**config.mk**
```make
export PLATFORM = sky130hd
export DESIGN_NAME = apb_master_arbiter
export DESIGN_NICKNAME = d
export VERILOG_FILES = /design/src/rtl/apb_master_arbiter.sv
export SDC_FILE = /design/constraint.sdc
export NUM_CORES = 1
export LEC_CHECK = 0
export BUFFER_PORTS_ARGS = -buffer_cell sky130_fd_sc_hd__buf_2
export CORE_ASPECT_RATIO = 1.4
export CORE_MARGIN = 5
export CORE_UTILIZATION = 39
export DETAILED_ROUTE_END_ITERATION = 10
export PLACE_DENSITY = 0.76
export SLEW_MARGIN = 0
export SYNTH_ARGS = -nofsm -noshare
export SYNTH_HDL_FRONTEND = slang
export SYNTH_SLANG_ARGS = --single-unit
```
**constraint.sdc**
```tcl
create_clock -name clk_i -period 3.95 [get_ports clk_i]
set_input_delay 0.1975 -clock clk_i [delete_from_list [all_inputs] [get_ports clk_i]]
set_output_delay 0.1975 -clock clk_i [all_outputs]
set_load 0.005 [all_outputs]
```
**src/rtl/apb_master_arbiter.sv**
```systemverilog
`default_nettype none
// ============================================================================
// Module      : apb_master_arbiter
// Description : Round-robin arbiter sharing one APB master port among NB_REQ
//               req/gnt/rvalid requesters, with an ACCESS-phase watchdog.
// Revision    : 1.0 - initial release
// ============================================================================
module apb_master_arbiter #(
  parameter int unsigned APB_ADDR_WIDTH = 32,
  parameter int unsigned APB_DATA_WIDTH = 32,
  parameter int unsigned NB_REQ         = 2,
  parameter int unsigned TIMEOUT_CYCLES = 256
) (
  input  logic                                      clk_i,
  input  logic                                      rst_i,
  // requester side
  input  logic [NB_REQ-1:0]                         req_i,
  input  logic [NB_REQ-1:0][APB_ADDR_WIDTH-1:0]     addr_i,
  input  logic [NB_REQ-1:0]                         we_i,
  input  logic [NB_REQ-1:0][APB_DATA_WIDTH-1:0]     wdata_i,
  output logic [NB_REQ-1:0]                         gnt_o,
  output logic [NB_REQ-1:0]                         rvalid_o,
  output logic [APB_DATA_WIDTH-1:0]                 rdata_o,
  output logic                                      err_o,
  // APB master side
  output logic [APB_ADDR_WIDTH-1:0]                 paddr_o,
  output logic [APB_DATA_WIDTH-1:0]                 pwdata_o,
  output logic                                      pwrite_o,
  output logic                                      psel_o,
  output logic                                      penable_o,
  input  logic [APB_DATA_WIDTH-1:0]                 prdata_i,
  input  logic                                      pready_i,
  input  logic                                      pslverr_i
);

  localparam int unsigned IDX_W = (NB_REQ > 1) ? $clog2(NB_REQ) : 1;
  // Wide enough to hold TIMEOUT_CYCLES itself, so the limit compare never wraps.
  localparam int unsigned CNT_W = (TIMEOUT_CYCLES > 1) ? $clog2(TIMEOUT_CYCLES + 1) : 1;
  localparam logic [CNT_W-1:0]  CNT_LIMIT  = CNT_W'(TIMEOUT_CYCLES);
  localparam logic [IDX_W-1:0]  PTR_RESET  = IDX_W'(NB_REQ - 1);
  localparam logic [NB_REQ-1:0] ONE_HOT0   = NB_REQ'(1);
  localparam bit                TIMEOUT_EN = (TIMEOUT_CYCLES != 0);

  typedef enum logic [1:0] {
    S_IDLE   = 2'd0,
    S_SETUP  = 2'd1,
    S_ACCESS = 2'd2
  } state_t;

  state_t                    state_q;
  logic [IDX_W-1:0]          ptr_q;
  logic [IDX_W-1:0]          idx_q;
  logic [APB_ADDR_WIDTH-1:0] paddr_q;
  logic [APB_DATA_WIDTH-1:0] pwdata_q;
  logic                      pwrite_q;
  logic                      psel_q;
  logic                      penable_q;
  logic [CNT_W-1:0]          cnt_q;
  logic [NB_REQ-1:0]         rvalid_q;
  logic [APB_DATA_WIDTH-1:0] rdata_q;
  logic                      err_q;

  logic                      win_valid;
  logic [IDX_W-1:0]          win_idx;
  logic [IDX_W-1:0]          cand;
  logic [NB_REQ-1:0]         gnt;
  logic [CNT_W-1:0]          cnt_d;
  logic                      timeout_hit;

  // Round-robin search: first set request strictly after the last winner.
  always_comb begin
    win_valid = 1'b0;
    win_idx   = '0;
    cand      = '0;
    for (int unsigned i = 0; i < NB_REQ; i++) begin
      cand = IDX_W'((32'(ptr_q) + 32'd1 + i) % NB_REQ);
      if (!win_valid && req_i[cand]) begin
        win_valid = 1'b1;
        win_idx   = cand;
      end
    end
  end

  // Grant is combinational so the request is captured in the cycle it is seen.
  always_comb begin
    gnt = '0;
    if ((state_q == S_IDLE) && win_valid) begin
      gnt[win_idx] = 1'b1;
    end
  end

  // Watchdog fires on the ACCESS cycle that would make the count reach the limit.
  always_comb begin
    cnt_d       = cnt_q + 1'b1;
    timeout_hit = TIMEOUT_EN && !pready_i && (cnt_d == CNT_LIMIT);
  end

  // Transfer sequencer: IDLE -> SETUP -> ACCESS, with registered APB and response outputs.
  always_ff @(posedge clk_i) begin
    if (rst_i) begin
      state_q   <= S_IDLE;
      ptr_q     <= PTR_RESET;
      idx_q     <= '0;
      paddr_q   <= '0;
      pwdata_q  <= '0;
      pwrite_q  <= 1'b0;
      psel_q    <= 1'b0;
      penable_q <= 1'b0;
      cnt_q     <= '0;
      rvalid_q  <= '0;
      rdata_q   <= '0;
      err_q     <= 1'b0;
    end else begin
      // Response outputs are single-cycle pulses unless a transfer ends below.
      rvalid_q <= '0;
      rdata_q  <= '0;
      err_q    <= 1'b0;
      case (state_q)
        S_IDLE: begin
          if (win_valid) begin
            ptr_q    <= win_idx;
            idx_q    <= win_idx;
            paddr_q  <= addr_i[win_idx];
            pwrite_q <= we_i[win_idx];
            pwdata_q <= wdata_i[win_idx];
            psel_q   <= 1'b1;
            state_q  <= S_SETUP;
          end
        end
        S_SETUP: begin
          penable_q <= 1'b1;
          cnt_q     <= '0;
          state_q   <= S_ACCESS;
        end
        S_ACCESS: begin
          if (pready_i) begin
            // A slave response in the timeout cycle still counts as a normal completion.
            psel_q    <= 1'b0;
            penable_q <= 1'b0;
            rvalid_q  <= ONE_HOT0 << idx_q;
            rdata_q   <= pwrite_q ? '0 : prdata_i;
            err_q     <= pslverr_i;
            state_q   <= S_IDLE;
          end else if (timeout_hit) begin
            psel_q    <= 1'b0;
            penable_q <= 1'b0;
            rvalid_q  <= ONE_HOT0 << idx_q;
            err_q     <= 1'b1;
            state_q   <= S_IDLE;
          end else if (TIMEOUT_EN) begin
            cnt_q <= cnt_d;
          end
        end
        default: begin
          psel_q    <= 1'b0;
          penable_q <= 1'b0;
          state_q   <= S_IDLE;
        end
      endcase
    end
  end

  assign gnt_o     = gnt;
  assign rvalid_o  = rvalid_q;
  assign rdata_o   = rdata_q;
  assign err_o     = err_q;
  assign paddr_o   = paddr_q;
  assign pwdata_o  = pwdata_q;
  assign pwrite_o  = pwrite_q;
  assign psel_o    = psel_q;
  assign penable_o = penable_q;

endmodule
`default_nettype wire

```
# --- After elaboration in Yosys (flattened, before gate mapping) ---
# Index checks and enable logic that the tools add are counted.
totals:
  ff_bits: 115
  latch_bits: 0
  mem_bits_rw: 0
  mem_bits_ro: 0
  in_bits: 168
  output_inout_bits: 104
  word_cells: 79
  mem_count: 0
classes:
  addsub: 3
  n_mul: 0
  div_mod_pow: 0
  n_lt_le_gt_ge: 4
  n_eq_ne: 7
  shift: 1
  mux: 33
  bitwise_logic: 4
  reduce_logical: 15
op_table:
  columns: ["op", "count"]
  rows:
  - ["$mux 32", 4]
  - ["$mux 9", 2]
  - ["$pmux 9 s2", 1]
  - ["$mux 1", 16]
  - ["$mux 2", 6]
  - ["$add 9x1->9 const B", 1]
  - ["$eq 9x9->1 const B", 1]
  - ["$lt 1x2->1 const B", 3]
  - ["$ne 2x2->1 const B", 3]
  - ["$pmux 1 s3", 2]
  - ["$pmux 2 s3", 1]
  - ["$reduce_and 2->1", 3]
  - ["$reduce_and 3->1", 2]
  - ["$logic_and 1x1->1", 4]
  - ["$not 1->1", 4]
  - ["$reduce_or 4->1", 1]
  - ["$ne 3x3->1 const B", 1]
  - ["$add 1x1->1 const B", 2]
  - ["$eq 2x1->1 const B", 1]
  - ["$eq 2x2->1 const B", 1]
  - ["$logic_not 1->1", 2]
  - ["$logic_not 2->1", 1]
  - ["$reduce_bool 2->1", 1]
  - ["$reduce_or 2->1", 1]
  - ["3 further kinds", 3]

# --- Logic depth before layout (Yosys ltp) ---
depth:
  word_depth: 12
  mapped_depth: 7
  ltp_nobuf: 5

# --- Worst setup path before layout ---
# OpenSTA, ideal clock, no wires.
synth_timing:
  path_type: "register to register"
  start: "register cnt_q[0]"
  end: "register err_q (netlist: err_o)"
  setup_time_ns: 0.066
  arrival_ns: 1.697
  t_required_ns: 3.884
  path_slack_ns: 2.187
  stages_incl_launch_ff: 6
  n_path_buf: 0
  synth_period_minus_slack_ns: 1.763
  path_cell_list: "dfxtp_1 > ha_1 > nand3b_1 > or4_4 > a311o_2 > a21oi_2"
synth_via:
  elab_chain_len: 5
synth_lines:
  columns: ["element", "line", "rtl"]
  rows:
  - ["from (decl)", "58", "logic [CNT_W-1:0] cnt_q;"]
  - ["from (signal assigned)", "151", "cnt_q <= cnt_d;"]
  - ["$add 9x1->9", "94", "cnt_d = cnt_q + 1'b1;"]
  - ["$eq 9x9->1", "95", "timeout_hit = TIMEOUT_EN && !pready_i && (cnt_d == CNT_LIMIT);"]
  - ["$logic_and 1x1->1", "95", null]
  - ["$mux 1", "144", "end else if (timeout_hit) begin"]
  - ["$mux 1", "136", "if (pready_i) begin"]
  - ["to (signal assigned)", "142", "err_q <= pslverr_i;"]
  - ["to (decl)", "61", "logic err_q;"]
# Every way passes these cells.
# A chain may end at the register's enable or synchronous reset.

# --- Worst setup path in the final report ---
layout_timing:
  start: "register state_q[0]"
  end: "output port gnt_o[1]"
layout_via:
  elab_chain_len: 3
layout_lines:
  columns: ["element", "line", "rtl"]
  rows:
  - ["from (decl)", "50", "state_t state_q;"]
  - ["from (signal assigned)", "101", "state_q <= S_IDLE;"]
  - ["from (signal assigned)", "127", "state_q <= S_SETUP;"]
  - ["from (signal assigned)", "133", "state_q <= S_ACCESS;"]
  - ["$logic_not 2->1", "87", "if ((state_q == S_IDLE) && win_valid) begin"]
  - ["$logic_and 1x1->1", "87", null]
  - ["$mux 2", "87", null]
  - ["to (decl)", "21", "output logic [NB_REQ-1:0] gnt_o,"]
# Every way passes these cells.

==> flow_summary_export.csv <==
group,metric,value,unit
die,dieWidth,96.2,µm
cts,cts_hold_buf,29,
grt,grt_pass1_vias,4529,
synthesis,ys_seq_elements,115,
worst_setup_path,arrival,2340,ps
die,start_util,0.394,
route,drtAntennaViolNets,0,
sta,max_slew_margin,0.162,
synthesis,yosysWarnings,0,
synthesis,synth_cell_types,44,
route,viasPerCell,5.33,
placement,dp_hpwl,9.87,mm
cells_and_area,area_growth,58.5,%
cts,cts-root-buf,"clkbuf_16",
cells_and_area,drive_gt1_frac,0.462,
grt,grt_usage,0.216,
sta,setup_viol,0,
route,wl_per_cell,16.8,µm
synthesis,async_reset_ff_frac,0,
cts,tritoncts,"built",
sta,finalHoldViolations,0,
hold_path,hold_class,"in -> reg",
sta,skew,13.3,ps
cts,htreeDepth,4,
cts,clkSinkCount,115,
worst_setup_path,regToRegSetupSlack,1840,ps
worst_setup_path,crit_path_max_fanout,68,
synthesis,syn_area_per_cell,10.4,µm²
cells_and_area,nNetsFinal,848,
cells_and_area,antennaDiodeCount,0,
pwr,p_total,0.00335,W
synthesis,yosysSeqAreaShare,0.568,
sta,period_share,0.643,
pwr,p_per_area,522,nW/µm²
sta,finalMaxSlewViolations,0,
grt,grt-ovfl-total,0,
outcome,status,"completed",
worst_setup_path,critPathCaptureType,"primary output",
grt,antenna_found_initial,0,
worst_setup_path,crit_type,"reg -> out",
cts,cts_resized,0,
die,rows,44,
route,drt_iter0_markers,417,
die,fp.dieH,131,µm
pwr,ir_worst_vdd,295,µV
synthesis,syn-num-nets,558,
synthesis,syn_area,4050,µm²
synthesis,yosys_most_used_dff,"dfxtp_1",
sta,rsz0062_at_grt,"false",
placement,gp_congestion,0.834,
cts,cts-buffers-inserted,17,
worst_setup_path,worstPathRequired,3750,ps
sta,fmax,0.394,GHz
hold_path,hold_depth,2,
synthesis,synthCells,389,
die,core,10300,µm²
pwr,p_leak,3.11,nW
worst_setup_path,r2r.worst_path.cells,4,
synthesis,synth_edf_count,0,
worst_setup_path,critPathLaunchType,"flip-flop",
grt,grt_pass1_wl,21.1,mm
sta,setup_tns,0,ps
route,wl,13.9,mm
cts,clk_latency,400,ps
placement,port_buffers,271,
cts,cts_buffer_depth,2,
route,drcViolationCount,0,
sta,fin_crit,2540,ps
cts,clkSlewWorstSetupHoldPaths,50,ps
die,ioPinCount,272,
die,die_area,12600,µm²
route,drtPass1Iterations,8,
grt,grt_max_degree,69,
flow_run,maxCapViolCount,0,
route,vias,4422,
cts,cts_setup_buffers,0,
sta,worst_slew_pin_slew,1260,ps
## sequential cells by signal, indices dropped and copies added, names as in the netlist
register and count:
rvalid_o 2, cnt_q 9, idx_q 1, paddr_o 32, penable_o 1, state_q 2, pwrite_o 1, psel_o 1
rdata_o 32, ptr_q 1, err_o 1, pwdata_o 32
## power breakdown
group          total [W]  internal, W  switching, W
clock network    0.00161      0.00109      0.000524
logic           0.000454     0.000228      0.000226
registers        0.00129      0.00124     0.0000438
total            0.00335      0.00256      0.000793
## path summary, 6_finish.rpt
path,from,end
max,state_q[0],gnt_o[1]
min,prdata_i[29],rdata_o[29]
max reg2reg,state_q[0],pwdata_o[19]
min reg2reg,idx_q,rvalid_o[0]
## worst max-delay path, cell delays in order, from the launching register on
cell and delay [ps]:
dfxtp_1 360, nor2_1 230, and3_2 1080, buf_2 270
## cell usage in the layout, fill, tap and decap left out, types with 3 or more instances in the layout
cell and n:
buf_2 271, dfxtp_1 115, nor2_1 77, a222oi_1 65, and2_1 32, dlygate4sd3_1 29, clkbuf_16 17, inv_1 8
nand2b_1 5, buf_4 5, nand3_1 4, nor3_1 4, bufinv_16 4, nand2_1 3, a21oi_1 3, xnor2_1 3
o32ai_1 3, mux2i_1 3, clkinvlp_4 3
## synthesized netlist by cell type (2+ instances only)
| cell type | instances | area, µm² |
|---|---|---|
| a211oi_1 | 2 | 15.0 |
| a21oi_1 | 3 | 15.0 |
| a222oi_1 | 65 | 651 |
| and2_1 | 32 | 200 |
| buf_2 | 6 | 30.0 |
| buf_4 | 3 | 22.5 |
| clkbuf_1 | 24 | 90.1 |
| dfxtp_1 | 115 | 2300 |
| inv_1 | 8 | 30.0 |
| mux2i_1 | 3 | 30.0 |
| nand2_1 | 3 | 11.3 |
| nand2b_1 | 5 | 31.3 |
| nand3_1 | 4 | 20.0 |
| nand3b_1 | 2 | 15.0 |
| nor2_1 | 77 | 289 |
| nor3_1 | 4 | 20.0 |
| o21ai_0 | 2 | 10.0 |
| o32ai_1 | 3 | 26.3 |
| xnor2_1 | 3 | 26.3 |
## routing by layer
metal	up-vias	share of wire	track usage
li1	2058	-	-
met1	2113	0.36	0.236
met2	228	0.53	0.379
met5	-	0	0
met3	23	0.088	0.0682
met4	0	0.021	0.0905
## metrics by stage
stage	worst slack, ps	instance area [µm²]	hold WS [ps]	util	instances
CTS	1380	6420	0.686	0.624	830
finish	1410	6420	19.3	0.624	830
global route	1210	6420	18.5	0.624	830
floorplan	2190	4050	276	-	389
global placement	1870	5500	396	0.534	769
detailed placement	1800	5500	399	0.534	769
## layout make-up
cell class / count / area, µm²
fillers: 900 / 3870
flip-flops and latches: 115 / 2300
repair buffers: 305 / 1680
multi-input cells: 232 / 1600
clock buffers: 20 / 457
clock inverters: 12 / 179
well taps: 138 / 173
inverters: 8 / 30.0
## kinds of logic after synthesis
group / after synthesis / share of synthesized area
adders and majority gates: 1 / 0.00309
and+or+nand+nor: 140 / 0.172
DFF: 115 / 0.568
buffers and inverters: 42 / 0.0435
muxes: 3 / 0.00741
AOI/OAI and AO/OA: 85 / 0.199
xor gates and xnor gates: 3 / 0.00648
Power figures use the tool's default switching activity.
